### src/rtl/pixel_fb_pkg.sv
// pixel_fb_pkg: framebuffer geometry, bus widths and fill FSM encoding shared by
// the CPU-side fill engine and future GPU-side blocks.
package pixel_fb_pkg;
  localparam int FB_WIDTH  = 320;
  localparam int FB_HEIGHT = 240;
  localparam int FB_PIXELS = FB_WIDTH * FB_HEIGHT;
  localparam int ADDR_W    = 17;
  localparam int COLOR_W   = 8;
  typedef enum logic [1:0] {IDLE, SETUP, FILL, DONE} fill_state_t;
endpackage

### src/rtl/pixel_rect_fill_if.sv
// pixel_rect_fill_if: command handshake plus framebuffer write port of the fill
// engine; abort is present only when RECT_FILL_ABORT_EN is defined.
interface pixel_rect_fill_if;
  import pixel_fb_pkg::*;
  logic               cmd_valid;
  logic               cmd_ready;
  logic [8:0]         cmd_x;
  logic [7:0]         cmd_y;
  logic [8:0]         cmd_w;
  logic [7:0]         cmd_h;
  logic [COLOR_W-1:0] cmd_color;
  logic               px_full;
  logic [ADDR_W-1:0]  px_addr;
  logic [COLOR_W-1:0] px_data;
  logic               px_we;
  logic               busy;
  logic               done;
`ifdef RECT_FILL_ABORT_EN
  logic               abort;
`endif
  modport master(
`ifdef RECT_FILL_ABORT_EN
    output abort,
`endif
    output cmd_valid, cmd_x, cmd_y, cmd_w, cmd_h, cmd_color, px_full,
    input  cmd_ready, px_addr, px_data, px_we, busy, done
  );
  modport slave(
`ifdef RECT_FILL_ABORT_EN
    input  abort,
`endif
    input  cmd_valid, cmd_x, cmd_y, cmd_w, cmd_h, cmd_color, px_full,
    output cmd_ready, px_addr, px_data, px_we, busy, done
  );
endinterface

### src/rtl/pixel_rect_clip.sv
// pixel_rect_clip: clips a rectangle to the framebuffer and gives its first
// pixel address; y*FB_WIDTH is built from shifts (256+64).
module pixel_rect_clip
  import pixel_fb_pkg::*;
(
  input  logic [8:0]        x,
  input  logic [7:0]        y,
  input  logic [8:0]        w,
  input  logic [7:0]        h,
  output logic [9:0]        x_end,
  output logic [9:0]        y_end,
  output logic              empty,
  output logic [ADDR_W-1:0] start_addr
);
  logic [9:0] x_sum, y_sum;
  always_comb begin
    x_sum      = {1'b0, x} + {1'b0, w};
    y_sum      = {2'b0, y} + {2'b0, h};
    x_end      = x_sum > 10'(FB_WIDTH) ? 10'(FB_WIDTH) : x_sum;
    y_end      = y_sum > 10'(FB_HEIGHT) ? 10'(FB_HEIGHT) : y_sum;
    empty      = w == 9'd0 || h == 8'd0 || x >= 9'(FB_WIDTH) || y >= 8'(FB_HEIGHT);
    start_addr = (ADDR_W'(y) << 8) + (ADDR_W'(y) << 6) + ADDR_W'(x);
  end
endmodule

### src/rtl/pixel_rect_fill.sv
// pixel_rect_fill: clipped rectangle fill engine, one framebuffer write per cycle
// with px_full backpressure; optional abort input under RECT_FILL_ABORT_EN.
module pixel_rect_fill
  import pixel_fb_pkg::*;
(
  input logic              clk50,
  input logic              reset_n,
  pixel_rect_fill_if.slave bus
);
  fill_state_t        state;
  logic [8:0]         x, w;
  logic [7:0]         y, h;
  logic [COLOR_W-1:0] color;
  logic [9:0]         x_end, y_end, col, row, clip_x_end, clip_y_end;
  logic [ADDR_W-1:0]  cur_addr, row_base, clip_addr;
  logic               clip_empty, abort_req, col_last, row_last;
  logic               cmd_ready, busy, done;
  pixel_rect_clip clip (
    .x(x), .y(y), .w(w), .h(h),
    .x_end(clip_x_end), .y_end(clip_y_end), .empty(clip_empty), .start_addr(clip_addr)
  );
`ifdef RECT_FILL_ABORT_EN
  assign abort_req = bus.abort;
`else
  assign abort_req = 1'b0;
`endif
  assign col_last      = col == x_end - 10'd1;
  assign row_last      = row == y_end - 10'd1;
  assign bus.px_we     = state == FILL && !bus.px_full;
  assign bus.px_addr   = cur_addr;
  assign bus.px_data   = color;
  assign bus.cmd_ready = cmd_ready;
  assign bus.busy      = busy;
  assign bus.done      = done;
  always_ff @(posedge clk50 or negedge reset_n) begin
    if (!reset_n) begin
      state     <= IDLE;
      {x, w, y, h, color} <= '0;
      {x_end, y_end, col, row} <= '0;
      cur_addr  <= '0;
      row_base  <= '0;
      cmd_ready <= 1'b1;
      busy      <= 1'b0;
      done      <= 1'b0;
    end else begin
      done <= 1'b0;
      case (state)
        IDLE: if (bus.cmd_valid) begin
          {x, y, w, h, color} <= {bus.cmd_x, bus.cmd_y, bus.cmd_w, bus.cmd_h, bus.cmd_color};
          state     <= SETUP;
          cmd_ready <= 1'b0;
          busy      <= 1'b1;
        end
        SETUP: begin
          x_end    <= clip_x_end;
          y_end    <= clip_y_end;
          row_base <= clip_addr - ADDR_W'(x);
          cur_addr <= clip_addr;
          col      <= {1'b0, x};
          row      <= {2'b0, y};
          state    <= clip_empty || abort_req ? DONE : FILL;
          done     <= clip_empty || abort_req;
        end
        FILL: begin
          // the final pixel leaves the counters untouched so px_addr stays in range
          if (bus.px_we && !col_last) begin
            col      <= col + 10'd1;
            cur_addr <= cur_addr + ADDR_W'(1);
          end else if (bus.px_we && !row_last) begin
            row      <= row + 10'd1;
            row_base <= row_base + ADDR_W'(FB_WIDTH);
            cur_addr <= row_base + ADDR_W'(FB_WIDTH) + ADDR_W'(x);
            col      <= {1'b0, x};
          end
          if ((bus.px_we && col_last && row_last) || abort_req) begin
            state <= DONE;
            done  <= 1'b1;
          end
        end
        default: begin
          state     <= IDLE;
          cmd_ready <= 1'b1;
          busy      <= 1'b0;
        end
      endcase
    end
  end
endmodule

### src/flat_wrapper.sv
// flat-port wrapper written by rule: the top's interface ports become plain ports
module pixel_rect_fill_flat import pixel_fb_pkg::*;
  (clk50, reset_n, bus_cmd_valid, bus_cmd_x, bus_cmd_y, bus_cmd_w, bus_cmd_h, bus_cmd_color, bus_px_full, bus_cmd_ready, bus_px_addr, bus_px_data, bus_px_we, bus_busy, bus_done);
  pixel_rect_fill_if bus_i ();
  input logic clk50;
  input logic reset_n;
  input wire logic [$bits(bus_i.cmd_valid)-1:0] bus_cmd_valid;
  input wire logic [$bits(bus_i.cmd_x)-1:0] bus_cmd_x;
  input wire logic [$bits(bus_i.cmd_y)-1:0] bus_cmd_y;
  input wire logic [$bits(bus_i.cmd_w)-1:0] bus_cmd_w;
  input wire logic [$bits(bus_i.cmd_h)-1:0] bus_cmd_h;
  input wire logic [$bits(bus_i.cmd_color)-1:0] bus_cmd_color;
  input wire logic [$bits(bus_i.px_full)-1:0] bus_px_full;
  output wire logic [$bits(bus_i.cmd_ready)-1:0] bus_cmd_ready;
  output wire logic [$bits(bus_i.px_addr)-1:0] bus_px_addr;
  output wire logic [$bits(bus_i.px_data)-1:0] bus_px_data;
  output wire logic [$bits(bus_i.px_we)-1:0] bus_px_we;
  output wire logic [$bits(bus_i.busy)-1:0] bus_busy;
  output wire logic [$bits(bus_i.done)-1:0] bus_done;
  assign bus_i.cmd_valid = bus_cmd_valid;
  assign bus_i.cmd_x = bus_cmd_x;
  assign bus_i.cmd_y = bus_cmd_y;
  assign bus_i.cmd_w = bus_cmd_w;
  assign bus_i.cmd_h = bus_cmd_h;
  assign bus_i.cmd_color = bus_cmd_color;
  assign bus_i.px_full = bus_px_full;
  assign bus_cmd_ready = bus_i.cmd_ready;
  assign bus_px_addr = bus_i.px_addr;
  assign bus_px_data = bus_i.px_data;
  assign bus_px_we = bus_i.px_we;
  assign bus_busy = bus_i.busy;
  assign bus_done = bus_i.done;
  pixel_rect_fill u_core (.clk50(clk50), .reset_n(reset_n), .bus(bus_i));
endmodule
### config.mk
export PLATFORM = sky130hd
export DESIGN_NAME = pixel_rect_fill_flat
export DESIGN_NICKNAME = d
export VERILOG_FILES = /design/src/rtl/pixel_fb_pkg.sv /design/src/rtl/pixel_rect_fill_if.sv /design/src/rtl/pixel_rect_clip.sv /design/src/rtl/pixel_rect_fill.sv /design/src/flat_wrapper.sv
export SDC_FILE = /design/constraint.sdc
export NUM_CORES = 1
export LEC_CHECK = 0
export ABC_CLOCK_PERIOD_IN_PS = 4500
export CAP_MARGIN = 40
export CORE_MARGIN = 2
export CORE_UTILIZATION = 40
export CTS_BUF_LIST = sky130_fd_sc_hd__clkbuf_8
export CTS_CLUSTER_DIAMETER = 80
export DETAILED_ROUTE_END_ITERATION = 12
export GPL_TIMING_DRIVEN = 0
export SLEW_MARGIN = 20
export SYNTH_ARGS = -nofsm -noshare
export SYNTH_HDL_FRONTEND = slang
export SYNTH_SLANG_ARGS = --single-unit
### constraint.sdc
create_clock -name clk50 -period 4.5 [get_ports clk50]
set_input_delay 0.9 -clock clk50 [delete_from_list [all_inputs] [get_ports clk50]]
set_output_delay 0.9 -clock clk50 [all_outputs]
set_load 0.01 [all_outputs]
==> run summary, run 1 <==
first-iteration detailed-routing DRC count -> 331
Async S/R FF share, synth -> 100.0%
DIE AREA -> 20730 um2
Via Count -> 6526
worst path cell trace -> inv_1 -> fa_1 -> inv_1 -> fa_1 -> ha_1 -> o21a_1 -> o31a_1 -> nor3_1 -> nand3_1 -> nor3b_1 -> xor2_1 -> nor2_1 -> o32a_1
Fin. Hold Viols -> 0
first-pass GRT wire length -> 33.73 mm
remaining routing DRC violations -> 0
die height -> 144.0 um
post-cts sizing count -> 0
delay-heaviest family, CP -> adder cells
Final min period -> 4242 ps
post-DP HPWL -> 15.11 mm
Arrival @ worst endpoint -> 4580 ps
# rows -> 51
RR Endpoint -> u_core.row_base[14]
R2R cell count -> 13
R2R setup slack -> 260 ps
Final Slew Violations -> 0
final worst-path setup slack -> 258.2 ps
reg-to-reg startpoint -> u_core.x[8]
Post-Layout Cell Count -> 1189
largest net degree at the start of global routing -> 69
P&R area growth vs syn -> 19.36%
Placed Cells -> 1157
final instance area -> 9355 um2
register area share after synthesis -> 36.41%
fin nets -> 1010
Max Clock Skew -> 12.51 ps
dpl ws -> 295.4 ps
Final period util -> 94.26%
syn avg cell area -> 9.593 um2
kind of critical path -> flip-flop to flip-flop
most numerous cell in the Yosys netlist -> dfrtp_1
crit path capture type -> flip-flop
n_diodes -> 0
H-tree depth -> 4
Leak -> 4.180 nW
total CTS buffers -> 17
unrepaired setup endpoints after global routing -> no
final RePlAce weighted congestion -> 0.8610
Root Buffer -> clkbuf_8
utilization after layout -> 48.39%
Mapped Area -> 7838 um2
dpl cell area -> 8939 um2
number of enable flip-flop cells after synthesis -> 0
WL final -> 20.58 mm
Clock Tree Buf Depth -> 2
number of port buffers -> 74
initial antenna violation count -> 0
Die Wd -> 144.0 um
synth top area cells -> dfrtp_1 (36%), ha_1 (7.8%), mux2_2 (7.2%)
post-synth top area share -> 36.08%
Required @ worst endpoint -> 4830 ps
max-cap violations -> 0
CP Launch Type -> flip-flop
status -> completed
Critical Path Fanout Max -> 6
Placeable Area -> 19330 um2
CP max stage cell -> fa_1
crit path buf inv count -> 2
Post-CTS Setup Inserts -> 0
PD cells -> 244.9 nW/um2
Clk pin slew, worst setup/hold paths -> 70 ps
vias in the first global route -> 6400
Final setup viols -> 0
Total Routing Usage GR -> 21.11%
fill count -> 1844
Num Clock Sinks -> 114
worst-margin pin slew -> 748.2 ps
Clk Latency, worst-skew pair -> 460 ps
Peak VDD IR -> 0.0002140 V
CTS Hold Buffers Added -> 0
vias per inst -> 5.489
min-delay worst type -> input port to asynchronous set/reset pin
#FFs+latches synth -> 114
layout cells sized above 1 -> 13.10%
GRT overflow -> 0
antenna viol nets, final -> 0
Synthesized Nets -> 916
Slew HR -> 50.01%
commonest cells in the netlist -> dfrtp_1 (113), nor2_1 (66), mux2_2 (50), nand2_1 (50), ha_1 (49)
TritonCTS clock tree -> yes
fmax -> 235.7 MHz
First-pass DRT Iterations -> 5
post-synthesis cell type count -> 76
largest area contributor in the netlist -> dfrtp_1
drt wl/cell -> 17.31 um
synthesized instance count -> 817
io pins -> 75
warnings from Yosys -> 0
Synth Flop Type -> dfrtp_1
crit-path max cell delay -> 600 ps
initial core utilization -> 40.54%
[worst max-delay path by stage]
stage / depth (start not counted) / to / start / slack [ps]
finish: 13 / u_core.row_base[14] / u_core.x[8] / 260
global placement: 1 / u_core.w[2] / reset_n / -2320
global route: 13 / u_core.row_base[14] / u_core.x[8] / 50
detailed placement: 13 / u_core.row_base[14] / u_core.x[8] / 300
CTS: 13 / u_core.row_base[14] / u_core.x[8] / 270
floorplan: 13 / u_core.row_base[14] / u_core.x[8] / 930
[sequential cells by signal, summed over array words and instances, names as in the netlist, 2 cells and up]
name / flops
u_core.x: 9
u_core.y_end: 9
u_core.row: 10
u_core.bus.px_data: 8
u_core.h: 8
u_core.bus.px_addr: 17
u_core.y: 8
u_core.state: 2
u_core.col: 10
u_core.w: 9
u_core.row_base: 11
u_core.x_end: 10
[kinds of logic after synthesis]
family,synth area share (%)
AO/OA/AOI/OAI,19.09
adder cells (fa/ha/maj),8.844
AND/OR/NAND/NOR,16.41
XOR/XNOR,7.487
buffers and inverters,3.672
multiplexers,8.078
flip-flops,36.41
[per-stage QoR]
step | hold WS [ps] | setup TNS [ps] | total power, mW
4_1_cts | 482.7 | 0 | 2.316
3_3_place_gp | 478.7 | -261260 | 1.295
5_1_grt | 511.5 | 0 | 2.380
3_5_place_dp | 493.0 | 0 | 1.299
2_1_floorplan | 470.1 | 0 | 1.184
6_report | 467.3 | 0 | 2.291
[cell usage in the layout (no fill, tap or decap), drive strengths merged, types with 7 or more instances in the layout]
master | Yosys | final
buf | 14 | 16
a21oi | 47 | 47
nand4 | 11 | 11
a31oi | 8 | 8
o21ai | 40 | 40
nor4 | 11 | 11
ha | 49 | 49
xnor2 | 36 | 36
mux2i | 7 | 7
nor2 | 66 | 66
clkbuf | 18 | 39
xor2 | 31 | 31
nand2b | 7 | 7
and3 | 7 | 7
dfrtp | 113 | 113
nand2 | 50 | 50
nor2b | 7 | 7
o22a | 13 | 13
nor3 | 19 | 19
nor3b | 8 | 8
clkdlybuf4s50 | 0 | 73
mux2 | 50 | 50
nand3 | 36 | 36
o221a | 10 | 10
inv | 36 | 37
[metal layers]
metal / GRT usage (%) / vias to the layer above / wire (um)
met1: 30.22 / 3142 / 10340
met4: 5.573 / 0 / 330
met3: 4.934 / 28 / 833
li1: - / 3214 / -
met5: 0 / - / 0
met2: 32.13 / 142 / 9074
[cell type report]
class / count / area, um2 / share of cell area (%)
Inverter: 37 / 138.9 / 1.485
Clock buffer: 21 / 289.0 / 3.089
Multi-Input combinational cell: 634 / 4696 / 50.19
Buffer: 32 / 148.9 / 1.592
Clock inverter: 11 / 127.6 / 1.364
Timing Repair Buffer: 75 / 769.5 / 8.225
Sequential cell: 114 / 2854 / 30.51
Tap cell: 265 / 331.6 / 3.544
[worst reg2reg max path, delay by kind of cell (launching register included)]
family | cells | cell delay [ps]
buffers and inverters | 2 | 220
adder cells (fa/ha/maj) | 3 | 1440
XOR/XNOR | 1 | 180
AND/OR/NAND/NOR | 4 | 1160
flip-flops | 1 | 540
AO/OA/AOI/OAI | 3 | 590
[report_power, final]
part,switching (mW),internal [mW]
sequential,0.0354,1.05
combinational,0.0896,0.106
clock,0.460,0.552
No activity file was read; power rests on OpenSTA's default activity.
==> run 2: changes to the inputs <==
Settings changed: HOLD_SLACK_MARGIN from default to 0.03.
==> results of run 2 <==
No change in the layout: final DEF, timing and power equal those of run 1.
